===== src/rtl/geo_cmd_streamer.sv =====
// geo_cmd_streamer: fetches a list of 16-bit geometry commands from GPU RAM and streams
// them into the geometry command FIFO. Define GEO_STREAM_REPEAT_EN to loop the list until abort.
module geo_cmd_streamer #(
   parameter int PREFETCH_DEPTH = 4,
   parameter int ADDR_W         = 20
) (
   input  logic              clk,
   input  logic              reset,
   input  logic              start,
   input  logic              abort,
   input  logic [ADDR_W-1:0] list_base,
   input  logic [15:0]       list_len,
   output logic              busy,
   output logic              done,
   output logic [15:0]       words_sent,
   output logic              rd_req,
   output logic [ADDR_W-1:0] ram_addr,
   input  logic              ram_mux_busy,
   input  logic              rd_data_rdy,
   input  logic [15:0]       rd_data_in,
   input  logic              cmd_busy,
   output logic              cmd_strobe,
   output logic [15:0]       cmd_data
);

   localparam int PTR_W = (PREFETCH_DEPTH > 1) ? $clog2(PREFETCH_DEPTH) : 1;
   localparam int CNT_W = PTR_W + 1;
   localparam logic [CNT_W:0] DEPTH_C = (CNT_W+1)'(PREFETCH_DEPTH);

   typedef enum logic [1:0] {IDLE, FETCH, FLUSH} state_t;
   state_t state_reg, state_next;

`ifdef GEO_STREAM_REPEAT_EN
   logic [ADDR_W-1:0] base_reg;
`endif
   logic [ADDR_W-1:0] addr_reg;
   logic [ADDR_W-1:0] start_addr;
   logic [15:0]       len_reg, issued_reg, sent_reg;
   logic [CNT_W-1:0]  fill_reg, outst_reg, outst_next;
   logic [PTR_W-1:0]  wr_ptr_reg, rd_ptr_reg;
   logic [15:0]       fifo_mem [PREFETCH_DEPTH];
   logic [15:0]       last_data_reg;
   logic              done_reg;

   logic              issue, ret, push, pop, last_word;
   logic [CNT_W:0]    pending;

   assign start_addr = list_base & ~ADDR_W'(1);
   assign pending    = {1'b0, fill_reg} + {1'b0, outst_reg};
   // Returns with nothing in flight are stale (e.g. from before a reset) and are dropped.
   assign ret        = rd_data_rdy && (outst_reg != '0);
   assign push       = ret && (state_reg == FETCH) && !abort;
   assign issue      = (state_reg == FETCH) && !abort && !ram_mux_busy &&
                       (issued_reg < len_reg) && (pending < DEPTH_C);
   assign pop        = (state_reg == FETCH) && !abort && !cmd_busy && (fill_reg != '0);
   assign last_word  = pop && ((sent_reg + 16'd1) == len_reg);

   assign busy       = (state_reg != IDLE);
   assign done       = done_reg;
   assign words_sent = sent_reg;
   assign rd_req     = issue;
   assign ram_addr   = addr_reg;
   assign cmd_strobe = pop;
   assign cmd_data   = pop ? fifo_mem[rd_ptr_reg] : last_data_reg;

   always_comb begin
      outst_next = outst_reg;
      if (issue && !ret)
         outst_next = outst_reg + CNT_W'(1);
      else if (ret && !issue)
         outst_next = outst_reg - CNT_W'(1);
   end

   always_comb begin
      state_next = state_reg;
      case (state_reg)
         IDLE: begin
            if (start && (list_len != 16'd0))
               state_next = FETCH;
         end
         FETCH: begin
            if (abort)
               state_next = FLUSH;
`ifndef GEO_STREAM_REPEAT_EN
            else if (last_word)
               state_next = IDLE;
`endif
         end
         FLUSH: begin
            if (outst_next == '0)
               state_next = IDLE;
         end
         default: state_next = IDLE;
      endcase
   end

   always_ff @(posedge clk) begin
      if (push)
         fifo_mem[wr_ptr_reg] <= rd_data_in;
   end

   always_ff @(posedge clk or negedge reset) begin
      if (!reset) begin
         state_reg     <= IDLE;
`ifdef GEO_STREAM_REPEAT_EN
         base_reg      <= '0;
`endif
         addr_reg      <= '0;
         len_reg       <= '0;
         issued_reg    <= '0;
         sent_reg      <= '0;
         outst_reg     <= '0;
         fill_reg      <= '0;
         wr_ptr_reg    <= '0;
         rd_ptr_reg    <= '0;
         last_data_reg <= '0;
         done_reg      <= 1'b0;
      end else begin
         state_reg <= state_next;
         outst_reg <= outst_next;
         done_reg  <= 1'b0;
         if (state_reg == IDLE) begin
            if (start) begin
               sent_reg <= '0;
               if (list_len == 16'd0) begin
                  done_reg <= 1'b1;
               end else begin
`ifdef GEO_STREAM_REPEAT_EN
                  base_reg <= start_addr;
`endif
                  addr_reg   <= start_addr;
                  len_reg    <= list_len;
                  issued_reg <= '0;
                  fill_reg   <= '0;
                  wr_ptr_reg <= '0;
                  rd_ptr_reg <= '0;
               end
            end
         end else if (abort && (state_reg == FETCH)) begin
            fill_reg   <= '0;
            wr_ptr_reg <= '0;
            rd_ptr_reg <= '0;
         end else begin
            if (issue) begin
`ifdef GEO_STREAM_REPEAT_EN
               // Prefetch wraps to the list head as soon as the last word is requested.
               if ((issued_reg + 16'd1) == len_reg) begin
                  addr_reg   <= base_reg;
                  issued_reg <= '0;
               end else begin
                  addr_reg   <= addr_reg + ADDR_W'(2);
                  issued_reg <= issued_reg + 16'd1;
               end
`else
               addr_reg   <= addr_reg + ADDR_W'(2);
               issued_reg <= issued_reg + 16'd1;
`endif
            end
            if (push)
               wr_ptr_reg <= wr_ptr_reg + PTR_W'(1);
            if (pop) begin
               rd_ptr_reg    <= rd_ptr_reg + PTR_W'(1);
               last_data_reg <= fifo_mem[rd_ptr_reg];
`ifdef GEO_STREAM_REPEAT_EN
               sent_reg <= last_word ? 16'd0 : sent_reg + 16'd1;
`else
               sent_reg <= sent_reg + 16'd1;
               done_reg <= last_word;
`endif
            end
            if (push && !pop)
               fill_reg <= fill_reg + CNT_W'(1);
            else if (pop && !push)
               fill_reg <= fill_reg - CNT_W'(1);
         end
      end
   end

endmodule

===== config.mk =====
export PLATFORM = sky130hd
export DESIGN_NAME = geo_cmd_streamer
export DESIGN_NICKNAME = d
export VERILOG_FILES = /design/src/rtl/geo_cmd_streamer.sv
export SDC_FILE = /design/constraint.sdc
export NUM_CORES = 1
export LEC_CHECK = 0
export BUFFER_PORTS_ARGS = -buffer_cell sky130_fd_sc_hd__buf_4
export CAP_MARGIN = 20
export CORE_MARGIN = 2
export CORE_UTILIZATION = 57
export DETAILED_ROUTE_END_ITERATION = 8
export PLACE_DENSITY = 0.8
export SKIP_CTS_REPAIR_TIMING = 1
export SLEW_MARGIN = 20
export SYNTH_ARGS = -nofsm -noshare
export SYNTH_HDL_FRONTEND = slang
export SYNTH_SLANG_ARGS = --single-unit

===== constraint.sdc =====
create_clock -name clk -period 3.5 [get_ports clk]
set_input_delay 0.7 -clock clk [delete_from_list [all_inputs] [get_ports clk]]
set_output_delay 0.7 -clock clk [all_outputs]
set_load 0.02 [all_outputs]

==> impl_metrics.prom <==
# TYPE chip_impl_metric gauge
chip_impl_metric{name="clk_transition_reported_paths",unit="ps"} 70
chip_impl_metric{name="number_of_core_rows",unit=""} 42
chip_impl_metric{name="register_area",unit="mm2"} 0.00432
chip_impl_metric{name="yosys_warnings",unit=""} 0
chip_impl_metric{name="max_cap_viol_count",unit=""} 0
chip_impl_metric{name="grt_start_max_net_pins",unit=""} 52
chip_impl_info{name="cpMostUsedCell",value="nand2_1"} 1
chip_impl_metric{name="die-area",unit="mm2"} 0.0146
chip_impl_info{name="slowest_cell_on_the_critical_path",value="or3b_1"} 1
chip_impl_info{name="synth.largest_area_cell",value="dfrtp_1"} 1
chip_impl_metric{name="ioPinCount",unit=""} 115
chip_impl_metric{name="antenna_found_initial",unit=""} 0
chip_impl_metric{name="pwr_total",unit="mW"} 6.91
chip_impl_info{name="critical_path_source_type",value="flip-flop"} 1
chip_impl_metric{name="place.detailed.instances",unit=""} 1015
chip_impl_metric{name="worstPathBufferInverterCount",unit=""} 3
chip_impl_metric{name="synth_area_per_cell",unit="um2"} 10.5
chip_impl_metric{name="vias",unit=""} 6122
chip_impl_info{name="nature_of_the_critical_path_endpoint",value="primary output"} 1
chip_impl_metric{name="post-route-min-period",unit="ps"} 3170
chip_impl_metric{name="ys_seq_elements",unit=""} 160
chip_impl_info{name="synth_area_leaders",value="dfrtp_1 31%, edfxtp_1 25%, nand2_1 6.9%"} 1
chip_impl_metric{name="area_growth",unit="%"} 21.4
chip_impl_metric{name="worst_hold_slack",unit="ps"} 316
chip_impl_metric{name="netlist_area",unit="mm2"} 0.00781
chip_impl_metric{name="width_of_the_chip",unit="um"} 121
chip_impl_metric{name="antenna_violating_nets_post_route",unit=""} 0
chip_impl_info{name="rsz_0062_raised_after_global_routing",value="false"} 1
chip_impl_metric{name="synth-edff-count",unit=""} 64
chip_impl_metric{name="synth_sequential_area_ratio",unit="%"} 55.4
chip_impl_metric{name="number_of_global_route_vias_before_repair",unit=""} 6032
chip_impl_metric{name="grt_util_overall",unit="%"} 26.1
chip_impl_metric{name="max_stage_delay",unit="ps"} 430
chip_impl_metric{name="report.final.slew_viol_count",unit=""} 0
chip_impl_metric{name="avgViaCountPerCell",unit=""} 5.85
chip_impl_metric{name="fp.coreArea",unit="mm2"} 0.0133
chip_impl_info{name="top_layer",value="met4"} 1
chip_impl_metric{name="grt_first_pass_wirelength",unit="um"} 29400
chip_impl_metric{name="tightestPinTransition",unit="ps"} 1010
chip_impl_info{name="top_register",value="fifo_mem"} 1
chip_impl_info{name="clock-root-buffer",value="clkbuf_16"} 1
chip_impl_metric{name="postSynthCellCount",unit=""} 741
chip_impl_metric{name="y_dimension_of_the_die",unit="um"} 121
chip_impl_metric{name="placement.io_buffers",unit=""} 112
chip_impl_metric{name="dr_wl_met2",unit="um"} 9270
chip_impl_metric{name="finalNonFillerCells",unit=""} 1047
chip_impl_metric{name="antenna_cell_count",unit=""} 0
chip_impl_info{name="crit_chain",value="or3b_1 -> or3_1 -> inv_1 -> buf_12 -> nand2_1 -> nand2_1 -> buf_4"} 1
chip_impl_info{name="critical_path_class",value="reg2out"} 1
chip_impl_metric{name="clkPwrFrac",unit="%"} 27.4
chip_impl_metric{name="synth-async-reset-ratio",unit="%"} 60.0
chip_impl_metric{name="pwr-share-comb",unit="%"} 34.5
chip_impl_metric{name="syn-num-nets",unit=""} 829
chip_impl_metric{name="routed_wire_length_per_instance",unit="um"} 17.5
chip_impl_metric{name="cts.sink_count",unit=""} 160
chip_impl_metric{name="largest_register_ffs",unit=""} 64
chip_impl_info{name="tritoncts",value="done"} 1
chip_impl_metric{name="drt_drc_violations_left",unit=""} 0
chip_impl_metric{name="drive_above_1_share",unit="%"} 20.7
chip_impl_metric{name="power.leakage",unit="nW"} 4.20
chip_impl_metric{name="timing.fmax",unit="MHz"} 316
chip_impl_metric{name="fin_skew",unit="ps"} 7.02
chip_impl_metric{name="start_util",unit="%"} 58.7
chip_impl_metric{name="switching_power",unit="mW"} 2.55
chip_impl_metric{name="vdd_ir_drop_max",unit="mV"} 0.484
chip_impl_metric{name="place.gp.congestion",unit=""} 0.882
chip_impl_metric{name="post-dp-hpwl",unit="um"} 12700
chip_impl_metric{name="finish.net_count",unit=""} 946
chip_impl_metric{name="multi_input_area",unit="mm2"} 0.00324
chip_impl_info{name="crit-reg2reg-launch",value="words_sent[0]"} 1
chip_impl_info{name="cp-startpoint",value="state_reg[0]"} 1
chip_impl_metric{name="first_pass_iters",unit=""} 5
chip_impl_metric{name="fillers",unit=""} 953
chip_impl_metric{name="cp.required",unit="ps"} 2800
chip_impl_metric{name="clk_latency_worst_skew_pair",unit="ps"} 430
chip_impl_metric{name="maximum_net_fanout_on_the_critical_path",unit=""} 15
chip_impl_metric{name="dp_worst_setup_slack",unit="ps"} 277
chip_impl_metric{name="power_switching_share",unit="%"} 36.9
chip_impl_metric{name="wirelength_met1",unit="um"} 7530
chip_impl_metric{name="final.setup.worst_slack",unit="ps"} 334
chip_impl_info{name="outcome",value="finished, final reports clean"} 1
chip_impl_metric{name="synthDominantCellAreaShare",unit="%"} 30.8
chip_impl_info{name="hold_class",value="in2async"} 1
chip_impl_metric{name="accumulated_negative_setup_slack",unit="ps"} 0
chip_impl_metric{name="power.sequential.fraction",unit="%"} 38.1
chip_impl_metric{name="final_hold_vio_count",unit=""} 0
chip_impl_metric{name="wl_met3",unit="um"} 1190
chip_impl_metric{name="ctsHtreeMaxLevel",unit=""} 4
chip_impl_metric{name="cts_inserted_buffers",unit=""} 17
chip_impl_metric{name="power.density",unit="mW/mm2"} 729
chip_impl_metric{name="setup_violations",unit=""} 0
chip_impl_metric{name="finalWirelength",unit="um"} 18400
chip_impl_info{name="synth-main-ff-cell",value="dfrtp_1"} 1
chip_impl_metric{name="power.internal",unit="mW"} 4.36
chip_impl_info{name="path_delay_family",value="simple AND/OR/NAND/NOR gates"} 1
chip_impl_metric{name="synth_cell_type_count",unit=""} 51
chip_impl_metric{name="max_slew_margin",unit="%"} 32.4
chip_impl_metric{name="grt_overflow",unit=""} 0
chip_impl_metric{name="drt_iter0_markers",unit=""} 603
chip_impl_metric{name="cp.arrival",unit="ps"} 2470
chip_impl_metric{name="bufs_on_longest_clock_path",unit=""} 2
chip_impl_metric{name="final.period_utilization",unit="%"} 90.5
## final timing paths
kind	cells past startpoint	end	slack, ps
min in group clk	1	fifo_mem[2][14]	470
max reg2reg	9	done	670
max in group asynchronous	2	len_reg[4]	2360
min	1	words_sent[8]	320
max	7	cmd_data[2]	330
min reg2reg	2	last_data_reg[1]	470
## cell usage after synthesis (3+ instances only)
cell,n
nand2_1,144
dfrtp_1,96
edfxtp_1,64
o21ai_0,64
a21oi_1,52
nor2_1,41
inv_1,30
ha_1,28
nand3_1,23
xnor2_1,21
clkbuf_1,18
xor2_1,17
mux4_2,16
nand4_1,13
and2_1,10
o22ai_1,10
and3_1,8
buf_2,7
nor4_1,7
o31ai_1,6
or3_1,6
buf_1,5
nand2b_1,5
a31oi_1,4
nor3_1,4
a21o_1,3
and4_1,3
nor2b_1,3
o21a_1,3
o41ai_1,3
## final cells by class
type / instances / share of cell area [%]
Sequential cell: 160 / 45.6
Multi-Input combinational cell: 520 / 34.2
Timing Repair Buffer: 129 / 10.3
Clock buffer: 17 / 4.49
Tap cell: 176 / 2.32
Clock inverter: 15 / 1.82
Inverter: 30 / 1.19
## cell usage in the layout, fill, tap and decap left out, types with 8 or more instances in the layout
cell,n
o22ai_1,10
nand2_1,144
nand4_1,13
dfrtp_1,96
and3_1,8
edfxtp_1,64
inv_1,30
clkbuf_16,17
xor2_1,17
nor2_1,41
o21ai_0,64
buf_4,128
a21oi_1,52
ha_1,28
nand3_1,23
mux4_2,16
and2_1,10
xnor2_1,21
## cell families (layout without fill, tap and decap cells)
| logic type | Yosys count | count (layout) | synth area share, % |
|---|---|---|---|
| AOI/OAI and AO/OA | 161 | 161 | 11.8 |
| xor gates and xnor gates | 38 | 38 | 4.26 |
| adders and majority gates | 29 | 29 | 4.74 |
| buffers and inverters | 61 | 191 | 3.09 |
| DFF | 160 | 160 | 55.4 |
| muxes | 20 | 20 | 5.16 |
| other | 1 | 1 | 0.0480 |
| and+or+nand+nor | 271 | 271 | 15.5 |
## layer usage
layer,global-route usage [%],vias to the layer above
met5,0,-
met4,10.0,0
met3,5.50,26
met2,43.4,210
met1,33.6,3015
li1,-,2871
## per-stage QoR
stage | instance area, um2 | utilization [%]
5_1_grt | 9480 | 71.3
4_1_cts | 9480 | 71.3
6_report | 9480 | 71.3
3_5_place_dp | 8880 | 66.8
3_3_place_gp | 8880 | 66.8
2_1_floorplan | 7810 | -
## power by group through the flow
stage	clock [mW]	sequential, mW	combinational [mW]
after floorplan	0	2.70	1.48
after global placement	0	2.64	2.26
after detailed placement	0	2.66	2.38
after CTS	1.92	2.63	2.39
after global routing	2.00	2.67	2.64
final	1.89	2.63	2.38
(Power assumes the default switching activity.)
